File: config.mk
export PLATFORM = sky130hd
export DESIGN_NAME = radio_spi_scheduler
export DESIGN_NICKNAME = d
export VERILOG_FILES = /design/src/rtl/radio_spi_scheduler_pkg.sv /design/src/rtl/radio_spi_scheduler_init_rom.sv /design/src/rtl/radio_spi_scheduler.sv
export SDC_FILE = /design/constraint.sdc
export NUM_CORES = 1
export LEC_CHECK = 0
export BUFFER_PORTS_ARGS = -buffer_cell sky130_fd_sc_hd__buf_2
export CAP_MARGIN = 25
export CORE_MARGIN = 2
export CORE_UTILIZATION = 59
export DETAILED_ROUTE_END_ITERATION = 8
export HOLD_SLACK_MARGIN = 0.08
export PLACE_DENSITY = 0.79
export SYNTH_ARGS = -nofsm -noshare
export SYNTH_HDL_FRONTEND = slang
export SYNTH_HIERARCHICAL = 1
export SYNTH_SLANG_ARGS = --single-unit
File: constraint.sdc
create_clock -name clk -period 2.5 [get_ports clk]
set_input_delay 0.125 -clock clk [delete_from_list [all_inputs] [get_ports clk]]
set_output_delay 0.125 -clock clk [all_outputs]
set_load 0.02 [all_outputs]
File: src/rtl/radio_spi_scheduler_pkg.sv
// Shared definitions for the radio SPI scheduler: FSM states, table limits,
// byte-handshake constants and the write-address byte helper.
package radio_spi_scheduler_pkg;

  typedef enum logic [3:0] {
    ST_POR_WAIT,
    ST_CS_SETUP,
    ST_SEND_ADDR,
    ST_WAIT_ADDR,
    ST_SEND_DATA,
    ST_WAIT_DATA,
    ST_CS_HOLD,
    ST_NEXT,
    ST_RECOVER,
    ST_IDLE
  } state_t;

  localparam int unsigned INIT_LEN_MAX  = 16;
  localparam int unsigned WR_BIT        = 7;
  localparam int unsigned BUSY_RISE_CYC = 16;

  typedef logic [15:0] cnt_t;

  typedef struct packed {
    logic [6:0] addr;
    logic [7:0] data;
  } init_entry_t;

  // Register address byte as sent on the wire; a cleared WR_BIT marks a write.
  function automatic logic [7:0] wr_addr_byte(input logic [6:0] addr);
    logic [7:0] b;
    b         = '0;
    b[6:0]    = addr;
    b[WR_BIT] = 1'b0;
    return b;
  endfunction

endpackage

File: src/rtl/radio_spi_scheduler_init_rom.sv
// Radio register init table: 4-bit index to {addr[6:0], data[7:0]}.
module radio_init_rom
  import radio_spi_scheduler_pkg::*;
(
  input  logic [3:0]  i_idx,
  output init_entry_t o_entry
);

  always_comb begin
    o_entry = '0;
    case (i_idx)
      4'd0:  o_entry = '{addr: 7'h01, data: 8'h80};
      4'd1:  o_entry = '{addr: 7'h02, data: 8'h1A};
      4'd2:  o_entry = '{addr: 7'h03, data: 8'h3C};
      4'd3:  o_entry = '{addr: 7'h04, data: 8'h55};
      4'd4:  o_entry = '{addr: 7'h05, data: 8'hA5};
      4'd5:  o_entry = '{addr: 7'h06, data: 8'h0F};
      4'd6:  o_entry = '{addr: 7'h08, data: 8'h42};
      4'd7:  o_entry = '{addr: 7'h09, data: 8'h7E};
      4'd8:  o_entry = '{addr: 7'h0A, data: 8'h00};
      4'd9:  o_entry = '{addr: 7'h0B, data: 8'h00};
      4'd10: o_entry = '{addr: 7'h0C, data: 8'h00};
      4'd11: o_entry = '{addr: 7'h0D, data: 8'h00};
      4'd12: o_entry = '{addr: 7'h0E, data: 8'h00};
      4'd13: o_entry = '{addr: 7'h0F, data: 8'h00};
      4'd14: o_entry = '{addr: 7'h10, data: 8'h00};
      4'd15: o_entry = '{addr: 7'h11, data: 8'h00};
      default: o_entry = '0;
    endcase
  end

endmodule

File: src/rtl/radio_spi_scheduler.sv
// Shares the radio SPI byte engine between the config sequencer (init table,
// mode-register rewrites on push_to_talk changes) and packet_manager.
module radio_spi_scheduler
  import radio_spi_scheduler_pkg::*;
#(
  parameter int unsigned POR_WAIT_CYC  = 5000,
  parameter int unsigned INIT_LEN      = 8,
  parameter logic [7:0]  MODE_REG_ADDR = 8'h07,
  parameter logic [7:0]  TX_MODE_VAL   = 8'h09,
  parameter logic [7:0]  RX_MODE_VAL   = 8'h05,
  parameter int unsigned CS_GUARD_CYC  = 4,
  parameter int unsigned GAP_CYC       = 32,
  parameter int unsigned BUSY_TMO_CYC  = 1024
) (
  input  logic       clk,
  input  logic       rst,
  input  logic       push_to_talk,
  input  logic       pm_tx_start,
  input  logic [7:0] pm_tx_data,
  output logic       pm_tx_busy,
  output logic       spi_tx_start,
  output logic [7:0] spi_tx_data,
  input  logic       spi_tx_busy,
  output logic       spi_master_mode,
  output logic       radio_cs_n,
  output logic       pm_grant,
  output logic       cfg_done,
  output logic       cfg_error
);

  state_t      r_state, w_state_nxt;
  cnt_t        r_cnt, w_cnt_nxt;
  cnt_t        r_gap, w_gap_nxt;
  logic [3:0]  r_idx, w_idx_nxt;
  logic        r_seen, w_seen_nxt;
  logic        r_mode_wr, w_mode_wr_nxt;
  logic        r_mode_pend, w_mode_pend_nxt;
  logic        r_pm_cs, w_pm_cs_nxt;
  logic        r_cfg_done, w_cfg_done_nxt;
  logic        r_cfg_error, w_cfg_error_nxt;
  logic        r_ptt_s1, r_ptt_s2, r_ptt_d;
  logic        w_ptt_edge, w_pm_idle, w_abort;
  init_entry_t w_rom;

  radio_init_rom u_rom (
    .i_idx   (r_idx),
    .o_entry (w_rom)
  );

  assign w_ptt_edge = r_ptt_s2 ^ r_ptt_d;
  assign cfg_done   = r_cfg_done;
  assign cfg_error  = r_cfg_error;

  always_comb begin
    w_state_nxt     = r_state;
    w_cnt_nxt       = r_cnt + cnt_t'(1);
    w_gap_nxt       = '0;
    w_idx_nxt       = r_idx;
    w_seen_nxt      = r_seen;
    w_mode_wr_nxt   = r_mode_wr;
    w_mode_pend_nxt = r_mode_pend | w_ptt_edge;
    w_pm_cs_nxt     = 1'b0;
    w_cfg_done_nxt  = r_cfg_done;
    w_cfg_error_nxt = r_cfg_error;
    w_pm_idle       = 1'b0;
    w_abort         = 1'b0;
    spi_tx_start    = 1'b0;
    spi_tx_data     = '0;
    radio_cs_n      = 1'b0;
    pm_grant        = 1'b0;
    pm_tx_busy      = 1'b1;
    spi_master_mode = 1'b1;
    case (r_state)
      ST_POR_WAIT: begin
        radio_cs_n = 1'b1;
        if (r_cnt >= cnt_t'(POR_WAIT_CYC - 1)) begin
          w_state_nxt = ST_CS_SETUP;
          w_cnt_nxt   = '0;
        end
      end
      ST_CS_SETUP: begin
        if (r_cnt >= cnt_t'(CS_GUARD_CYC - 1)) begin
          w_state_nxt = ST_SEND_ADDR;
          w_cnt_nxt   = '0;
        end
      end
      ST_SEND_ADDR, ST_SEND_DATA: begin
        // Counter starts at 1 so the wait state sees cycles elapsed since the start pulse.
        w_cnt_nxt  = cnt_t'(1);
        w_seen_nxt = 1'b0;
        if (!spi_tx_busy) begin
          spi_tx_start = 1'b1;
          if (r_state == ST_SEND_ADDR) begin
            spi_tx_data = wr_addr_byte(r_mode_wr ? MODE_REG_ADDR[6:0] : w_rom.addr);
            w_state_nxt = ST_WAIT_ADDR;
          end else begin
            spi_tx_data = r_mode_wr ? (r_ptt_s2 ? TX_MODE_VAL : RX_MODE_VAL) : w_rom.data;
            if (r_mode_wr) w_mode_pend_nxt = 1'b0;
            w_state_nxt = ST_WAIT_DATA;
          end
        end
      end
      ST_WAIT_ADDR, ST_WAIT_DATA: begin
        if (!r_seen) begin
          if (spi_tx_busy) begin
            w_seen_nxt = 1'b1;
            w_cnt_nxt  = '0;
          end else if (r_cnt >= cnt_t'(BUSY_RISE_CYC - 1)) begin
            w_abort = 1'b1;
          end
        end else if (!spi_tx_busy) begin
          w_cnt_nxt   = '0;
          w_state_nxt = (r_state == ST_WAIT_ADDR) ? ST_SEND_DATA : ST_CS_HOLD;
        end else if (r_cnt >= cnt_t'(BUSY_TMO_CYC - 1)) begin
          w_abort = 1'b1;
        end
      end
      ST_CS_HOLD: begin
        if (r_cnt >= cnt_t'(CS_GUARD_CYC - 1)) begin
          w_state_nxt = ST_NEXT;
          w_cnt_nxt   = '0;
        end
      end
      ST_NEXT: begin
        radio_cs_n = 1'b1;
        w_cnt_nxt  = '0;
        if (r_mode_wr) begin
          w_mode_wr_nxt = 1'b0;
          w_state_nxt   = ST_IDLE;
        end else if (r_idx >= 4'(INIT_LEN - 1)) begin
          w_idx_nxt       = '0;
          w_cfg_done_nxt  = 1'b1;
          w_mode_pend_nxt = 1'b1;
          w_state_nxt     = ST_IDLE;
        end else begin
          w_idx_nxt   = r_idx + 4'd1;
          w_state_nxt = ST_CS_SETUP;
        end
      end
      ST_RECOVER: begin
        radio_cs_n  = 1'b1;
        w_cnt_nxt   = '0;
        w_state_nxt = ST_CS_SETUP;
      end
      ST_IDLE: begin
        pm_grant        = 1'b1;
        spi_tx_start    = pm_tx_start;
        spi_tx_data     = pm_tx_data;
        pm_tx_busy      = spi_tx_busy;
        spi_master_mode = r_ptt_s2;
        radio_cs_n      = ~(pm_tx_start | r_pm_cs);
        w_pm_idle       = ~pm_tx_start & ~spi_tx_busy;
        if (w_pm_idle)
          w_gap_nxt = (r_gap >= cnt_t'(GAP_CYC)) ? r_gap : r_gap + cnt_t'(1);
        w_pm_cs_nxt = pm_tx_start | (r_pm_cs & (w_gap_nxt < cnt_t'(GAP_CYC)));
        if (r_mode_pend && w_pm_idle && r_gap >= cnt_t'(GAP_CYC)) begin
          w_state_nxt   = ST_CS_SETUP;
          w_mode_wr_nxt = 1'b1;
          w_cnt_nxt     = '0;
          w_gap_nxt     = '0;
          w_pm_cs_nxt   = 1'b0;
        end
      end
      default: w_state_nxt = ST_POR_WAIT;
    endcase
    if (w_abort) begin
      w_cfg_error_nxt = 1'b1;
      w_idx_nxt       = '0;
      w_mode_wr_nxt   = 1'b0;
      w_cnt_nxt       = '0;
      w_state_nxt     = ST_RECOVER;
    end
  end

  always_ff @(posedge clk) begin
    if (rst) begin
      r_state     <= ST_POR_WAIT;
      r_cnt       <= '0;
      r_gap       <= '0;
      r_idx       <= '0;
      r_seen      <= 1'b0;
      r_mode_wr   <= 1'b0;
      r_mode_pend <= 1'b0;
      r_pm_cs     <= 1'b0;
      r_cfg_done  <= 1'b0;
      r_cfg_error <= 1'b0;
      r_ptt_s1    <= 1'b0;
      r_ptt_s2    <= 1'b0;
      r_ptt_d     <= 1'b0;
    end else begin
      r_state     <= w_state_nxt;
      r_cnt       <= w_cnt_nxt;
      r_gap       <= w_gap_nxt;
      r_idx       <= w_idx_nxt;
      r_seen      <= w_seen_nxt;
      r_mode_wr   <= w_mode_wr_nxt;
      r_mode_pend <= w_mode_pend_nxt;
      r_pm_cs     <= w_pm_cs_nxt;
      r_cfg_done  <= w_cfg_done_nxt;
      r_cfg_error <= w_cfg_error_nxt;
      r_ptt_s1    <= push_to_talk;
      r_ptt_s2    <= r_ptt_s1;
      r_ptt_d     <= r_ptt_s2;
    end
  end

endmodule

* After elaboration in Yosys (flattened, before gate mapping)
Memory sizes are Yosys's and may differ from the RTL's. A register that Yosys moved wholly into a read port is not among the register bits.
Index checks and enable logic that the tools add are counted.
** Cells by class
- Equality and inequality tests :: 23
- Add/subtract/negate cells :: 3
- Mux-type cells :: 55
- Order comparisons :: 7
- Reductions and logical operators :: 17
- Bitwise gates (word level) :: 11
** Operators by type and width (number)
- $mux 16 :: 9
- $pmux 16 s6 :: 1
- $mux 4 :: 14
- $add 16x1->16 const B :: 2
- $pmux 4 s8 :: 1
- $mux 8 :: 3
- $ne 3x3->1 const B :: 7
- $mux 1 :: 18
- $eq 4x3->1 const B :: 4
- $ge 16x10->1 const B :: 1
- $ge 16x13->1 const B :: 1
- $ge 16x2->1 const B :: 1
- $ge 16x4->1 const B :: 1
- $ge 16x6->1 const B :: 1
- $lt 16x6->1 const B :: 1
- $pmux 8 s2 :: 1
- $ne 2x2->1 const B :: 7
- $reduce_and 7->1 :: 2
- $pmux 1 s2 :: 5
- $reduce_or 2->1 :: 5
- $eq 4x2->1 const B :: 2
- $eq 4x4->1 const B :: 2
- $mux 7 :: 1
- $reduce_or 3->1 :: 2
- 14 further kinds :: 24
** Word-level totals
- Register bits :: 49
- Memories :: 1
- Bits in read-only memories :: 208
- Bits of input ports :: 13
** Memory list
- (no name shown) :: depth 16, bits a word 13, rd ports 1, clocked after memory_dff 1, wr ports 0, RTL line radio_spi_scheduler_init_rom.sv:11 : case (i_idx)

* Longest topological paths before layout
- Depth after elaboration :: 7
- Mapped depth :: 8
- Depth with buffers taken out :: 7

* By module
The synthesis kept the hierarchy.
** By module, submodules not included
- radio_spi_scheduler :: seq. area each 980.9 um^2, times used 1, cells each 301, area an instance 2652.5 um^2
- radio_init_rom :: seq. area each 0.0 um^2, times used 1, cells each 43, area an instance 329.1 um^2

* Least setup slack after synthesis
Ideal clock, no wire load.
- Path type :: register -> output
- Start :: register r_state[0]
- End :: output port spi_tx_data[4]
- Arrival :: 1.932 ns
- Required time :: 2.375 ns
- Stages on the path, launching flop included :: 6
- Path slack :: 0.443 ns
- Cell sequence :: dfxtp_1 -> clkbuf_1 -> nor4b_1 -> clkbuf_1 -> mux2i_1 -> o31ai_1
** On the way
- Cells in the longest elaborated chain, start to end :: 4
- Elaborated cells on any way between the ends :: 7
- Classes of those cells :: eq/ne (3); mux (3); reduce/logical (1)
** RTL lines
- start: declaration :: RTL line radio_spi_scheduler.sv:31 : state_t r_state, w_state_nxt;
- start signal: assignment :: RTL line radio_spi_scheduler.sv:191 : r_state <= w_state_nxt;
- $eq 4x2->1 :: RTL line radio_spi_scheduler.sv:73, radio_spi_scheduler.sv:93
- $mux 8 :: RTL line radio_spi_scheduler.sv:93 : if (r_state == ST_SEND_ADDR) begin
- $mux 8 :: RTL line radio_spi_scheduler.sv:91 : if (!spi_tx_busy) begin
- $pmux 8 s2 (*) :: RTL line radio_spi_scheduler.sv:73 : case (r_state)
- end: declaration :: RTL line radio_spi_scheduler.sv:22 : output logic [7:0] spi_tx_data,
Mark *: on every way between the ends. The rest lies on a longest branch, timed or not.

* Final worst setup path
- Start :: register r_state[2]
- End :: output port spi_tx_data[4]
The elaborated chain is that of the path after synthesis.

==> results.md <==
* Outcome: finished, final reports clean
* First-iteration detailed-routing DRC count at 186
* Synthesis-stage register bit count at 49
* Crit path largest cell delay at 0.56 ns
* Required time of the critical path at 2.38 ns
* R2r worst-path depth at 6
* Critical path capture point type: output port
* Arrival time worst endpoint at 2.19 ns
* Number of I/O port buffers at 27
* Maximum capacitance violations at 0
* PnR worst setup slack at 0.182 ns
* Area of the core region at 4790 µm²
* Antenna Violating Nets Remaining at 0
* Effective utilization at floorplan at 62.3%
* # setup viols final at 0
* Slew of the pin with the lowest slew margin at 0.651 ns
* Number of synthesized flops with an enable pin at 0
* Pin count of the biggest net entering global routing at 23
* Via count at 2568
* Clock-pin slew on the worst setup and hold paths at 0.09 ns
* Total grt overflow at 0
* Synth-to-Final Area Change at 10.6%
* Final cycle utilization of the critical path at 92.7%
* Number of buffers created by CTS at 5
* Die Y-Extent at 75.1 µm
* Worst setup path category: reg2out
* CTS Root Cell: clkbuf_8
* Netlist area before placement at 2980 µm²
* Total die area at 5640 µm²
* Number of detailed-routing iterations run before antenna repair at 4
* CP Max Fanout at 11
* Final worst hold slack at 0.147 ns
* Async set-reset flop share out of synthesis at 0%
* Storage element area at 982 µm²
* Wire length of the first global-routing pass at 10.8 mm
* Average vias per placed instance at 5.86
* Static leakage power at 0.00126 µW
* Worst-Skew Late Latency at 0.31 ns
* Antenna violations before repair at 0
* PwrDens at 601 nW/µm²
* Final estimated routing congestion in global placement at 0.883
* Kind of start point of the critical path: register
* Deepest clock path buffer count at 2
* Slowest cell on the critical path: dfxtp_1
* Worst relative slew slack at 56.3%
* Maximum clock skew at final layout at 0.0110 ns
* Post-Place Setup Slack at 0.277 ns
* Number of nets in the layout at 395
* Share of cells above drive strength 1 at 20.2%
* Fin Setup TNS at 0 ns
* Gate Count Post-Synth at 344
* Ant diodes at 0
* Distinct cell type count of the synthesized netlist at 63
* Final critical delay including setup and external delays at 2.32 ns
* Register area share after synthesis at 32.9%
* Post-synthesis cell type with the largest combined area: dfxtp_1
* Post-CTS Repair Setup Buffers at 0
* Post-route DRC violation count at 0
* Finished Core Util at 68.9%
* Hold Path Class: in2reg
* Ports placed on the boundary at 28
* Detailed Place HPWL at 4.61 mm
* Largest vdd supply drop at 0.454 mV
* Final number of max-transition violations at 0
* R2R Setup Slk at 0.22 ns
* Synthesis warning total at 6
* Final count of hold timing violations at 0
* Cells along the critical path: xor2_1 > and2_1 > nand2_1 > o31ai_1 > buf_2
* TritonCTS clock tree: done
* Highest Clock Rate at 431 MHz
* Ranking of synthesized cells by area: dfxtp_1 (33%), ha_1 (5.0%), nor4_2 (5.0%)
* Avg Synthesized Cell Area at 8.67 µm²
* Number of clock sinks at 49
* # fillers at 411
* CTS H-tree depth at 2
* Area share of the leading cell type in the synthesized netlist at 32.9%
* Commonest register cell after synthesis: dfxtp_1
* Average detailed-routed wire length per instance at 14.3 µm
* Vias in the first global route at 2411
* Number of core rows at 25
* Width of the chip at 75.1 µm
* Footprint of the multi-input gates at 1850 µm²
* Sum of routed wire length over all layers at 6.27 mm
* Hold Path Depth at 3
* RSZ-0062 raised after global routing: false
* Overall Global Routing Usage at 24.5%
==> path summary, 6_finish.rpt <==
path / from / endpoint
setup reg to reg: r_state[2] / r_cnt[14]
setup / recovery: r_state[2] / spi_tx_data[4]
hold reg to reg: cfg_error / cfg_error
hold / removal: pm_tx_start / r_pm_cs
==> power by group <==
part / switching (µW) / internal (µW) / leakage [µW]
Sequential: 53.1 / 821 / 0.000396
Combinational: 376 / 262 / 0.000819
Clock: 269 / 199 / 0.0000445
==> synthesized netlist by cell type, types with 2 or more instances <==
cell type  instances
nand4_1            7
ha_1              12
nand3_1           11
buf_6              3
or2_2              4
nor3_1            14
xnor2_1            7
a21o_1             2
nand2_1           21
a21oi_1           14
or4_4              2
xor2_1            13
o211ai_1           3
o21a_1             2
nor2b_1           10
nand2b_1           7
nor4b_1            2
and2_1            12
buf_2              6
a32o_1             2
a311oi_1           2
nand3b_1           2
buf_4              2
o31ai_1            3
nor4_1             6
inv_1             12
o21ai_1            4
nand4b_1           2
dfxtp_1           49
a211oi_1           4
or3_1              2
mux2i_1            9
a22o_1             2
nor3b_1            4
clkbuf_1          11
nor2_1            25
and3_1             4
o21ai_0            8
or4_1              4
nor4_2            12
==> per-layer routing <==
metal / up-vias / GRT usage (%) / share of wire [%]
li1: 1285 / - / -
met1: 1196 / 32.3 / 46
met2: 76 / 39.8 / 47
met3: 11 / 4.95 / 5.6
met4: 0 / 8.53 / 1.3
met5: - / 0 / 0
==> through the flow <==
stage                     std cells  cell area [µm²]  total power [µW]
after global placement          428             3190              1480
after global routing            438             3300              2090
after floorplan                 345             2990              1350
after CTS                       438             3300              1990
after detailed placement        429             3200              1520
final                           438             3300              1980
==> timing repair <==
action	in CTS	in global routing
hold endpoints to repair	1	0
gates resized for setup	0	1
setup endpoints to repair	0	3
hold buffers	1	0
==> cell type report <==
type                            instances  area share [%]
Inverter                               12            1.37
Clock inverter                          3           0.645
Multi-Input combinational cell        261            56.1
Sequential cell                        49            29.8
Timing Repair Buffer                   41            7.47
Tap cell                               67            2.54
Clock buffer                            5            2.09
==> critical path: cells and delay by family, from the launching register on <==
family | cells | cell delay, ns
XOR/XNOR | 1 | 0.35
AO/OA/AOI/OAI | 1 | 0.26
flip-flops | 1 | 0.56
buffers and inverters | 1 | 0.20
AND/OR/NAND/NOR | 2 | 0.51
==> flip-flops by register name, summed over array words and instances, names as in the netlist, 4 cells and up <==
signal and flops:
r_cnt 16, r_gap 16, r_idx 4, r_state 4
==> cell usage in the layout (no fill, tap or decap), types with 9 or more instances in the layout <==
master	count
nor2b_1	10
dfxtp_1	48
nand2_1	21
and2_1	12
a21oi_1	14
inv_1	12
nor2_1	25
buf_2	27
ha_1	12
buf_4	12
nand3_1	11
mux2i_1	9
nor3_1	14
xor2_1	13
nor4_2	11
==> cells by family after synthesis <==
logic type / after synthesis / share of synthesized area [%]
AO/OA/AOI/OAI: 59 / 13.9
XOR/XNOR: 20 / 5.88
adder cells (fa/ha/maj): 12 / 5.04
buffers and inverters: 35 / 5.66
flip-flops: 49 / 32.9
multiplexers: 10 / 3.40
other: 1 / 0.126
AND/OR/NAND/NOR: 158 / 33.1
Power figures use the tool's default switching activity.
